## src/rtl/bin_to_bcd_serial.sv

```systemverilog
// rtl/bin_to_bcd_serial.sv - 8-bit binary to 3-digit packed BCD, one shift-add-3 step per clock
module bin_to_bcd_serial (
  input  logic        clk,
  input  logic        rst,
  input  logic        start,
  input  logic [7:0]  bin,
  output logic [11:0] bcd,
  output logic        done,
  output logic        busy,
  output logic        over99
);

  typedef enum logic {IDLE, SHIFT} state_t;

  state_t      state, state_nxt;
  logic [7:0]  sr;
  logic [11:0] acc;
  logic [2:0]  cnt;
  logic [11:0] acc_shift;
  logic        last;

  function automatic logic [3:0] fix(input logic [3:0] d);
    return (d >= 4'd5) ? d + 4'd3 : d;
  endfunction

  // Hundreds never exceeds 2, so the bit shifted out of the accumulator is always 0.
  assign acc_shift = 12'({fix(acc[11:8]), fix(acc[7:4]), fix(acc[3:0]), sr[7]});
  assign last      = (cnt == 3'd7);

  always_ff @(posedge clk or posedge rst) begin
    if (rst) state <= IDLE;
    else     state <= state_nxt;
  end

  always_comb begin
    state_nxt = state;
    case (state)
      IDLE:    if (start) state_nxt = SHIFT;
      SHIFT:   if (last)  state_nxt = IDLE;
      default: state_nxt = IDLE;
    endcase
  end

  always_ff @(posedge clk or posedge rst) begin
    if (rst) begin
      sr     <= '0;
      acc    <= '0;
      cnt    <= '0;
      bcd    <= '0;
      done   <= 1'b0;
      busy   <= 1'b0;
      over99 <= 1'b0;
    end else begin
      done <= 1'b0;
      case (state)
        IDLE: begin
          if (start) begin
            sr   <= bin;
            acc  <= '0;
            cnt  <= '0;
            busy <= 1'b1;
          end
        end
        SHIFT: begin
          sr  <= {sr[6:0], 1'b0};
          acc <= acc_shift;
          cnt <= cnt + 3'd1;
          // Result is published only here so the display never shows partial values.
          if (last) begin
            bcd    <= acc_shift;
            over99 <= |acc_shift[11:8];
            done   <= 1'b1;
            busy   <= 1'b0;
          end
        end
        default: ;
      endcase
    end
  end

endmodule
```

## config.mk

```make
export PLATFORM = sky130hd
export DESIGN_NAME = bin_to_bcd_serial
export DESIGN_NICKNAME = d
export VERILOG_FILES = /design/src/rtl/bin_to_bcd_serial.sv
export SDC_FILE = /design/constraint.sdc
export NUM_CORES = 1
export LEC_CHECK = 0
export BUFFER_PORTS_ARGS = -buffer_cell sky130_fd_sc_hd__buf_2
export CELL_PAD_IN_SITES_DETAIL_PLACEMENT = 1
export CELL_PAD_IN_SITES_GLOBAL_PLACEMENT = 2
export CORE_ASPECT_RATIO = 0.6
export CORE_UTILIZATION = 36
export CTS_CLUSTER_DIAMETER = 200
export CTS_CLUSTER_SIZE = 30
export DETAILED_ROUTE_END_ITERATION = 8
export HOLD_SLACK_MARGIN = 0.02
export PLACE_DENSITY = 0.89
export SLEW_MARGIN = 15
export SYNTH_ARGS = -nofsm -noshare
export SYNTH_HDL_FRONTEND = slang
export SYNTH_SLANG_ARGS = --single-unit
```

## constraint.sdc

```tcl
create_clock -name clk -period 2.05 [get_ports clk]
set_input_delay 0.615 -clock clk [delete_from_list [all_inputs] [get_ports clk]]
set_output_delay 0.615 -clock clk [all_outputs]
set_load 0.005 [all_outputs]
```

======== Word level (Yosys, flattened, before mapping) ========
Cells that the tools add are included.
storage, ports and cells
  register bits ........................... 39
  bits in latches ......................... 0
  memory bits (writable) .................. 0
  ROM bits ................................ 0
  output and inout bits ................... 15
  logic and storage cells ................. 39
  memories kept ........................... 0
operators by class
  $add $sub $neg .......................... 4
  $mul .................................... 0
  div/mod/pow operators ................... 0
  $lt $le $gt $ge ......................... 3
  eq/ne operators ......................... 3
  shift operators ......................... 0
  muxes and demuxes ....................... 17
  bitwise gates (word level) .............. 1
  reductions and logical operators ........ 3
operator list
  kind                                                                                  number
  12-bit case mux with 2 select lines                                                   1
  8-bit case mux with 2 select lines                                                    1
  4-bit by 3-bit greater-or-equal comparator with 1-bit output (second input constant)  3
  12-bit two-way mux                                                                    1
  4-bit by 2-bit adder with 4-bit output (second input constant)                        2
  4-bit two-way mux                                                                     2
  8-bit two-way mux                                                                     1
  1-bit two-way mux                                                                     6
  3-bit two-way mux                                                                     2
  3-bit case mux with 2 select lines                                                    1
  1-bit case mux with 2 select lines                                                    2
  2-bit AND reduction                                                                   2
  4-bit OR reduction                                                                    1
  3-bit by 1-bit adder with 3-bit output (second input constant)                        1
  3-bit by 2-bit adder with 3-bit output (second input constant)                        1
  3-bit equality test (second input constant)                                           1
  2-bit by 1-bit != test with 1-bit output (second input constant)                      1
  2-bit != test (second input constant)                                                 1
  1-bit NOT                                                                             1

======== Logic depth before layout (Yosys ltp) ========
Gate-level depths: netlist of the first run.
  depth in word-level cells ............... 3
  mapped depth ............................ 7

======== Worst setup path after synthesis of the first run ========
OpenSTA, ideal clock, no wires.
  path kind ............................... register -> register
  from .................................... register acc[8]
  to ...................................... register bcd[10]
  arrival time ............................ 1.387 ns
  slack ................................... 0.581 ns
  cell stages (with the launch flop) ...... 7
  buffers on the path ..................... 0
  cell sequence ........................... dfrtp_1 -> inv_1 -> ha_1 -> nand2b_1 -> a21oi_1 -> mux2_2 -> o21ai_0
on the way
  word-level cells in the longest chain between the ends .. 2
RTL lines
  item                                                                                                                           RTL line  RTL
  from (decl)                                                                                                                    17        logic [11:0] acc;
  from (signal assigned)                                                                                                         66        acc <= acc_shift;
  4-bit by 3-bit greater-or-equal comparator with 1-bit output / 3-bit by 2-bit adder with 3-bit output (equally long branches)  23        return (d >= 4'd5) ? d + 4'd3 : d;
  3-bit two-way mux *                                                                                                            23
  to (signal assigned)                                                                                                           70        bcd <= acc_shift;
  to (decl)                                                                                                                      7         output logic [11:0] bcd,
Mark *: on every way between the ends. The rest lies on a longest branch, timed or not.
A chain may end at the register's enable or synchronous reset.

======== Worst setup path after layout of the first run ========
  from .................................... register cnt[0]
  to ...................................... register over99
on the way
  word-level cells in the longest chain between the ends .. 2
RTL lines
  item                                  RTL line  RTL
  from (decl)                           18        logic [2:0] cnt;
  from (signal assigned)                67        cnt <= cnt + 3'd1;
  3-bit equality test                   28        assign last = (cnt == 3'd7);
  2-bit AND reduction (no source line)  --
  to (signal assigned)                  71        over99 <= |acc_shift[11:8];
  to (decl)                             10        output logic over99
Every way passes these cells.

==> out/results.tsv, run 1 <==
metric	value	unit
Worst-Skew Late Latency	0.30	ns
total congestion overflow	0	
DRT iter0 DRCs	39	
Crit. End Element	flop	
Setup Fix Bufs, Post-CTS	0	
Yosys Warn Count	0	
Max H-tree Level	2	
share of the synthesized area in the top cell type	53.4	%
clk sinks	39	
Max Fclk	579	MHz
post-synthesis sequential area ratio	53.4	%
Die Wd	94.0	um
first drt pass iteration count	4	
Hold Slack	0.426	ns
# IOs	26	
gp weighted congestion	0.776	
Post-synth top cells	dfrtp_1 (39), nand2_1 (31), o21ai_0 (21)	
main combinational cell family by area after synthesis	simple AND/OR/NAND/NOR gates	
# port buffers	25	
Avg Cell Area, Syn	10.3	um2
Post-synth EDFFs	0	
ys async rst share	100	%
Crit Path Max Fanout	10	
maximum vdd ir drop	0.640	mV
Setup CP Type	reg2reg	
clk buf depth	2	
Setup Viol. Count Final	0	
Slew HR	56.9	%
Net Count, Synth	196	
max-slew violations	0	
DP HPWL	2.97	mm
simple-gate portion of the synthesized area	13.3	%
cts bufs inserted	5	
most frequent cell after synthesis	dfrtp_1	
Slew @ Worst Pin	0.646	ns
quantity of gates resized following cts	0	
floorplan die height	57.2	um
Core Util, Final	44.5	%
area grow syn2layout	15.1	%
Core ar.	4730	um2
ANT cells	0	
Critical Path Start Type	flop	
leading area contributor after synthesis	dfrtp_1	
clk slew on worst S/H paths	0.07	ns
status	complete, no violations	
CTS tree	yes	
path type of the worst min-delay path	in2async	
Avg WL per Cell	15.2	um
fin nets	224	
vias in the first global route	1394	
RSZ-0062 raised after global routing	false	
row count	19	
Worst Clk Skew	0.00764	ns
Routed WL	4.08	mm
setup tns final	0	ns
Total GRT Usage	17.9	%
post-synthesis compound-gate area fraction	13.2	%
CTS root buffer	clkbuf_8	
mux cell area share after synthesis	8.69	%
first-pass GRT wire length	7.06	mm
number of vias per cell	5.03	
Initial Util	38.7	%
initial antenna violation count	0	
die area	5380	um2
Yosys cell types	32	
P_leak	0.00103	uW
drt drc	0	
Layout fillers	554	
pwr dens	1570	nW/um2
largest net degree at the start of global routing	40	
Worst EP required	2.27	ns
XOR/XNOR Fraction of Synth Area	1.44	%
Area contributors post-synth	dfrtp_1 (53%), nand2_1 (6.4%), mux2i_1 (6.0%)	
Inst Count DP	261	
Tmin final	1.73	ns
Synth Instances	177	
Synth Flop Type	dfrtp_1	
post-synthesis cell area	1830	um2
final non-filler cell total	269	
routed vias	1353	
CTS Hold Buffers Added	0	
Adder-Cell Fraction of Synth Area	5.47	%
Seq cells post-synth	39	
WP data arrival	1.95	ns
fin crit share	84.3	%
layout cells sized above 1	22.8	%
maxcap violations	0	
Final Hold Vio Count	0	
Routed Antenna Nets	0	
-- placed cells by master, fill, tap and decap left out, types with 2 or more instances in the layout --
master,netlist,routed
o22ai_1,6,6
nand2_1,31,31
nor3b_1,4,4
buf_2,4,25
nor2_1,5,5
o21ai_0,21,21
nor3_1,2,2
a21oi_2,2,2
nand2b_1,2,2
inv_1,9,9
clkbuf_1,4,2
and3_1,2,2
mux2_2,3,3
a21oi_1,7,7
ha_1,8,8
clkbuf_8,0,5
dfrtp_1,39,39
mux2i_1,11,11
xnor2_1,3,3
buf_4,0,5
-- worst max-delay path: stages (launching register included) --
cell and delay, ns:
dfrtp_1 0.40, ha_1 0.21, ha_1 0.18, nand2_2 0.17
clkinv_1 0.25, and4b_1 0.27, a31oi_1 0.16
-- state kept, by name, summed over array words and instances (netlist names) --
register,count
acc,12
bcd,12
sr,8
cnt,3
busy,1
done,1
over99,1
state,1
-- worst paths after layout --
path	startpoint	endpoint	slack [ns]	cells past startpoint
min in group clk	bcd[10]$_DFFE_PP0P_	bcd[10]$_DFFE_PP0P_	0.48	2
min	rst	bcd[3]$_DFFE_PP0P_	0.43	3
max	cnt[0]$_DFFE_PP0P_	over99$_DFFE_PP0P_	0.32	6
min reg2reg	bcd[10]$_DFFE_PP0P_	bcd[10]$_DFFE_PP0P_	0.48	2
max reg2reg	cnt[0]$_DFFE_PP0P_	over99$_DFFE_PP0P_	0.32	6
max in group asynchronous	rst	acc[10]$_DFFE_PP0P_	1.28	3
-- power by group --
part,switching [uW],total [uW],internal (uW)
sequential,273,1390,1110
clock,276,515,239
combinational,780,1410,632
total,1330,3310,1990
-- through the flow --
stage | setup slack, ns | power (uW) | area (um2)
3_5_place_dp | 0.329 | 2830 | 2020
6_report | 0.322 | 3310 | 2110
3_3_place_gp | 0.419 | 2770 | 2020
2_1_floorplan | 0.546 | 2370 | 1830
5_1_grt | 0.183 | 3640 | 2110
4_1_cts | 0.305 | 3370 | 2110
-- final cells by class --
cell class	count	area [um2]	area share (%)
clock inverter	1	5.00	0.238
sequential	39	976	46.3
timing repair buffer	30	163	7.72
clock buffer	7	76.3	3.62
inverter	10	37.5	1.78
multi-input combinational	119	769	36.5
tap	63	78.8	3.74
-- kinds of logic after synthesis --
group                    Yosys count
adder cells (fa/ha/maj)            8
XOR/XNOR                           3
multiplexers                      15
buffers and inverters             19
AO/OA/AOI/OAI                     42
AND/OR/NAND/NOR                   51
flip-flops                        39
-- routing by layer --
metal | share of wire, % | routed length (um) | up-vias | track usage [%]
li1 | - | - | 656 | -
met1 | 52 | 2110 | 673 | 25.7
met2 | 44 | 1780 | 18 | 25.9
met3 | 3.8 | 156 | 6 | 4.40
met4 | 0.91 | 37 | 0 | 7.91
met5 | 0 | 0 | - | 0
Power figures use the tool's default switching activity.
==> run 2, diff against run 1 <==
- clock period: 2.05 -> 1.6 ns (I/O delays scaled with it)
==> run 2 against run 1 <==
Sequential share of layout area down 2.8 points. Flip-flop and latch count is the same. Count of clock-buffer cells in the layout shrank 1. Sequential power up 27%.
==> out/results.tsv, run 2 (synthesized netlist as in run 1, its figures left out) <==
metric	value	unit
CTS Hold Buffers Added	0	
most frequent cells in the layout	dfrtp_1 (39), nand2_1 (31), buf_2 (25)	
Max Fclk	637	MHz
path type of the worst min-delay path	in2async	
Crit. End Element	flop	
Worst Clk Skew	0.00661	ns
Setup CP Type	reg2reg	
largest net degree at the start of global routing	40	
ANT cells	0	
drt drc	0	
die area	5380	um2
routed vias	1365	
max-slew violations	0	
Hold Slack	0.231	ns
WP data arrival	1.80	ns
Worst-Skew Late Latency	0.29	ns
Routed Antenna Nets	0	
Slew HR	69.8	%
first-pass GRT wire length	6.94	mm
clock share of power	13.3	%
sequential share of power	37.8	%
clk buf depth	2	
floorplan die height	57.2	um
area grow syn2layout	22.6	%
row count	19	
maximum vdd ir drop	0.715	mV
pwr dens	2080	nW/um2
Slew @ Worst Pin	0.453	ns
Routed WL	4.17	mm
number of vias per cell	4.96	
Tmin final	1.57	ns
vias in the first global route	1354	
initial antenna violation count	0	
P_sw	1850	uW
Worst EP required	1.83	ns
# IOs	26	
Avg WL per Cell	15.2	um
clk sinks	39	
# port buffers	25	
DP HPWL	2.91	mm
Critical Path Start Type	flop	
Initial Util	38.7	%
Die Wd	94.0	um
total congestion overflow	0	
Setup Viol. Count Final	0	
Max H-tree Level	2	
switch share	39.6	%
fin nets	232	
cts bufs inserted	5	
layout cells sized above 1	32.5	%
P_leak	0.00108	uW
CTS root buffer	clkbuf_8	
maxcap violations	0	
first drt pass iteration count	4	
Total GRT Usage	17.8	%
Crit Path Max Fanout	3	
status	complete, no violations	
top flop regs	acc (12), bcd (12), sr (8)	
CTS tree	yes	
DRT iter0 DRCs	48	
commonest non-fill, non-tap cell in the layout	dfrtp_1	
Total Power	4670	uW
Final Hold Vio Count	0	
Core ar.	4730	um2
Internal Power	2820	uW
gp weighted congestion	0.732	
Gate power share	48.9	%
fin crit share	98.1	%
clk slew on worst S/H paths	0.07	ns
-- run 2: cell count changes in the layout (fill, tap and decap cells not counted), sizes merged --
cell and delta:
buf +8, clkinv -2, clkinvlp +1, clkbuf -1
-- run 2: metrics by stage --
| stage | setup TNS (ns) | instance area [um2] | setup WS, ns | util, % | cells |
|---|---|---|---|---|---|
| final | 0 | 2240 | 0.0306 | 47.4 | 275 |
| after CTS | -0.00227 | 2170 | -0.00227 | 45.9 | 274 |
| after detailed placement | -0.00248 | 2090 | -0.00186 | 44.2 | 268 |
| after global routing | -0.0120 | 2240 | -0.0103 | 47.4 | 275 |
| after floorplan | 0 | 1830 | 0.131 | - | 177 |
| after global placement | 0 | 2090 | 0.0243 | 44.2 | 268 |
-- run 2: repair_timing --
action,4_1_cts,5_1_grt
cloned,0,0
endpoints found under the setup margin,4,10
resized for setup,3,18
pin swaps,1,4
buffers inserted,0,1
-- run 2: layout make-up --
cell class / instances / area (um2)
inverters: 10 / 41.3
clock buffers: 6 / 72.6
flip-flops and latches: 39 / 976
repair buffers: 38 / 239
fillers: 539 / 2490
multi-input cells: 119 / 835
well taps: 63 / 78.8
-- run 2: worst paths after layout --
check | start | endpoint | slack (ns) | cells past startpoint
setup / recovery | acc[4]$_DFFE_PP0P_ | bcd[6]$_DFFE_PP0P_ | 0.03 | 6
hold / removal | rst | bcd[3]$_DFFE_PP0P_ | 0.23 | 3
setup reg to reg | acc[4]$_DFFE_PP0P_ | bcd[6]$_DFFE_PP0P_ | 0.03 | 6
hold reg to reg | bcd[11]$_DFFE_PP0P_ | bcd[11]$_DFFE_PP0P_ | 0.47 | 2
max in group asynchronous | rst | acc[7]$_DFFE_PP0P_ | 1.17 | 3
min in group clk | bin[0] | sr[0]$_DFFE_PP0P_ | 0.46 | 3
-- run 2: metal layers --
layer / vias up / global-route usage (%) / part of all wire, %
met2: 20 / 24.4 / 42
met4: 0 / 5.93 / 0.70
met5: - / 0 / 0
li1: 678 / - / -
met3: 4 / 4.93 / 3.1
met1: 663 / 26.8 / 54
-- run 2: worst max-delay path, cell delays in order, from the launching register on --
cell and delay [ns]:
dfrtp_1 0.44, inv_2 0.09, ha_2 0.22, nand2b_4 0.07
a21oi_2 0.22, mux2i_2 0.30, mux2_4 0.19
-- run 2: power groups by stage --
stage,combinational [uW],clock [uW],sequential [uW]
after detailed placement,1990,0,1750
final,2280,619,1760
after floorplan,1340,0,1700
after CTS,2040,636,1750
after global routing,2550,685,1830
after global placement,1920,0,1740
==> run 3, diff against run 2 <==
- SETUP_SLACK_MARGIN: default -> 0.5
==> run 3 against run 2 <==
The flow now finishes with violations (negative setup slack). Fmax is 2.7% lower. First-iteration DRC count rose to 3.0 times the previous value. Combinational power increased by 110%. Design area up 38%. Cell count up 17%. Critical path depth did not move. Power is 60% higher. Global-route usage up 8.3 points. Sequential share of layout area is 12 points lower. Largest cell class is now multi-input gates. Setup slack worse by 0.044 ns. Highest routed layer unchanged.
==> out/results.tsv, run 3 (synthesized netlist as in run 1, its figures left out) <==
metric	value	unit
pwr dens	2410	nW/um2
Max Fclk	620	MHz
CTS root buffer	clkbuf_8	
number of vias per cell	5.65	
first-pass GRT wire length	10.0	mm
Final Hold Vio Count	0	
floorplan die height	57.2	um
clk slew on worst S/H paths	0.09	ns
fin nets	278	
Tmin final	1.61	ns
Slew @ Worst Pin	0.455	ns
commonest non-fill, non-tap cell in the layout	buf_4	
Worst EP required	1.81	ns
path type of the worst min-delay path	in2async	
area of the multi-input gates	1180	um2
Reg-to-Reg End	over99$_DFFE_PP0P_	
Crit Path Max Fanout	3	
worst path cell trace	inv_2, ha_4, nand2b_4, a21oi_4, mux2_4, a31oi_2	
top flop regs	acc (12), bcd (12), sr (8)	
# IOs	26	
Crit. End Element	flop	
fin crit share	101	%
RSZ-0062 raised after global routing	true	
gp weighted congestion	0.794	
maxcap violations	0	
CP max stage delay	0.45	ns
clk sinks	39	
layout cells sized above 1	62.5	%
WP data arrival	1.83	ns
P_leak	0.00144	uW
vias in the first global route	1800	
largest net degree at the start of global routing	25	
Die Wd	94.0	um
Top delay family on crit path	flip-flops	
CTS tree	yes	
violated checks	negative setup slack	
drt drc	0	
CTS Hold Buffers Added	0	
final non-filler cell total	322	
CP bufs+invs	1	
Register-to-Register Setup Slack	-0.01	ns
Slew HR	69.6	%
Crit-path slowest cell	dfrtp_2	
Initial Util	38.7	%
maximum vdd ir drop	1.21	mV
CP Depth	6	
row count	19	
cts bufs inserted	5	
clk buf depth	2	
DP HPWL	3.50	mm
R2R cell count	6	
Worst-Skew Late Latency	0.29	ns
ANT cells	0	
area grow syn2layout	69.3	%
Avg WL per Cell	25.5	um
total congestion overflow	0	
Core ar.	4730	um2
first drt pass iteration count	4	
Max H-tree Level	2	
die area	5380	um2
Critical Path Start Type	flop	
# port buffers	25	
Routed Antenna Nets	0	
status	finished, violations left	
reg2reg start	acc[8]$_DFFE_PP0P_	
Worst Clk Skew	0.00994	ns
Total GRT Usage	26.0	%
Inst Count DP	264	
Setup WS pre-CTS	0.0895	ns
setup tns final	-0.0130	ns
worst setup slack after layout	-0.0130	ns
DRT iter0 DRCs	142	
Seq. cell area	981	um2
initial antenna violation count	0	
routed vias	1820	
most frequent cells in the layout	buf_4 (36), dfrtp_1 (35), nand2_1 (26)	
max-slew violations	0	
Layout fillers	476	
Routed WL	8.21	mm
Setup CP Type	reg2reg	
Setup Viol. Count Final	1	
-- run 3: how the worst max path moves through the flow --
stage	endpoint	slack (ns)	startpoint
2_1_floorplan	over99$_DFFE_PP0P_	0.24	acc[8]$_DFFE_PP0P_
3_3_place_gp	acc[4]$_DFFE_PP0P_	0.13	acc[0]$_DFFE_PP0P_
3_5_place_dp	bcd[2]$_DFFE_PP0P_	0.09	acc[0]$_DFFE_PP0P_
4_1_cts	bcd[2]$_DFFE_PP0P_	0.10	acc[0]$_DFFE_PP0P_
5_1_grt	over99$_DFFE_PP0P_	-0.03	acc[8]$_DFFE_PP0P_
6_report	over99$_DFFE_PP0P_	-0.01	acc[8]$_DFFE_PP0P_
-- run 3: report_power, final --
part	total, uW	switching [uW]	internal, uW	leakage (uW)
clock	723	383	340	0.0000470
sequential	1970	530	1440	0.000485
combinational	4780	2310	2470	0.000911
total	7460	3220	4240	0.00144
-- run 3: per-stage QoR --
| step | area, um2 | utilization [%] | total power, uW | hold slack (ns) |
|---|---|---|---|---|
| after floorplan | 1980 | - | 3460 | 0.452 |
| final | 3100 | 65.5 | 7460 | 0.188 |
| after CTS | 2700 | 57.2 | 5920 | 0.195 |
| after global routing | 3100 | 65.5 | 7770 | 0.200 |
| after global placement | 2190 | 46.3 | 3970 | 0.463 |
| after detailed placement | 2190 | 46.3 | 4210 | 0.473 |
-- run 3: what timing repair did --
action	4_1_cts	5_1_grt
endpoints found under the setup margin	48	51
pin swaps	8	20
gates cloned	2	3
buffers inserted	29	17
resized for setup	45	48
-- run 3: layout make-up --
| cell class | instances | area share (%) |
|---|---|---|
| Tap cell | 63 | 2.55 |
| Timing Repair Buffer | 83 | 22.8 |
| Sequential cell | 39 | 31.7 |
| Timing Repair inverter | 1 | 0.242 |
| Inverter | 10 | 1.70 |
| Multi-Input combinational cell | 119 | 38.2 |
| Clock buffer | 6 | 2.67 |
| Clock inverter | 1 | 0.162 |
-- run 3: metal layers --
metal  vias up  track usage (%)  wire (um)  share of wire, %
met2        77             45.7       3790                46
li1        769                -          -                 -
met4         0             7.47        403               4.9
met5         -                0          0                 0
met3        35             6.00        415               5.1
met1       939             32.4       3600                44
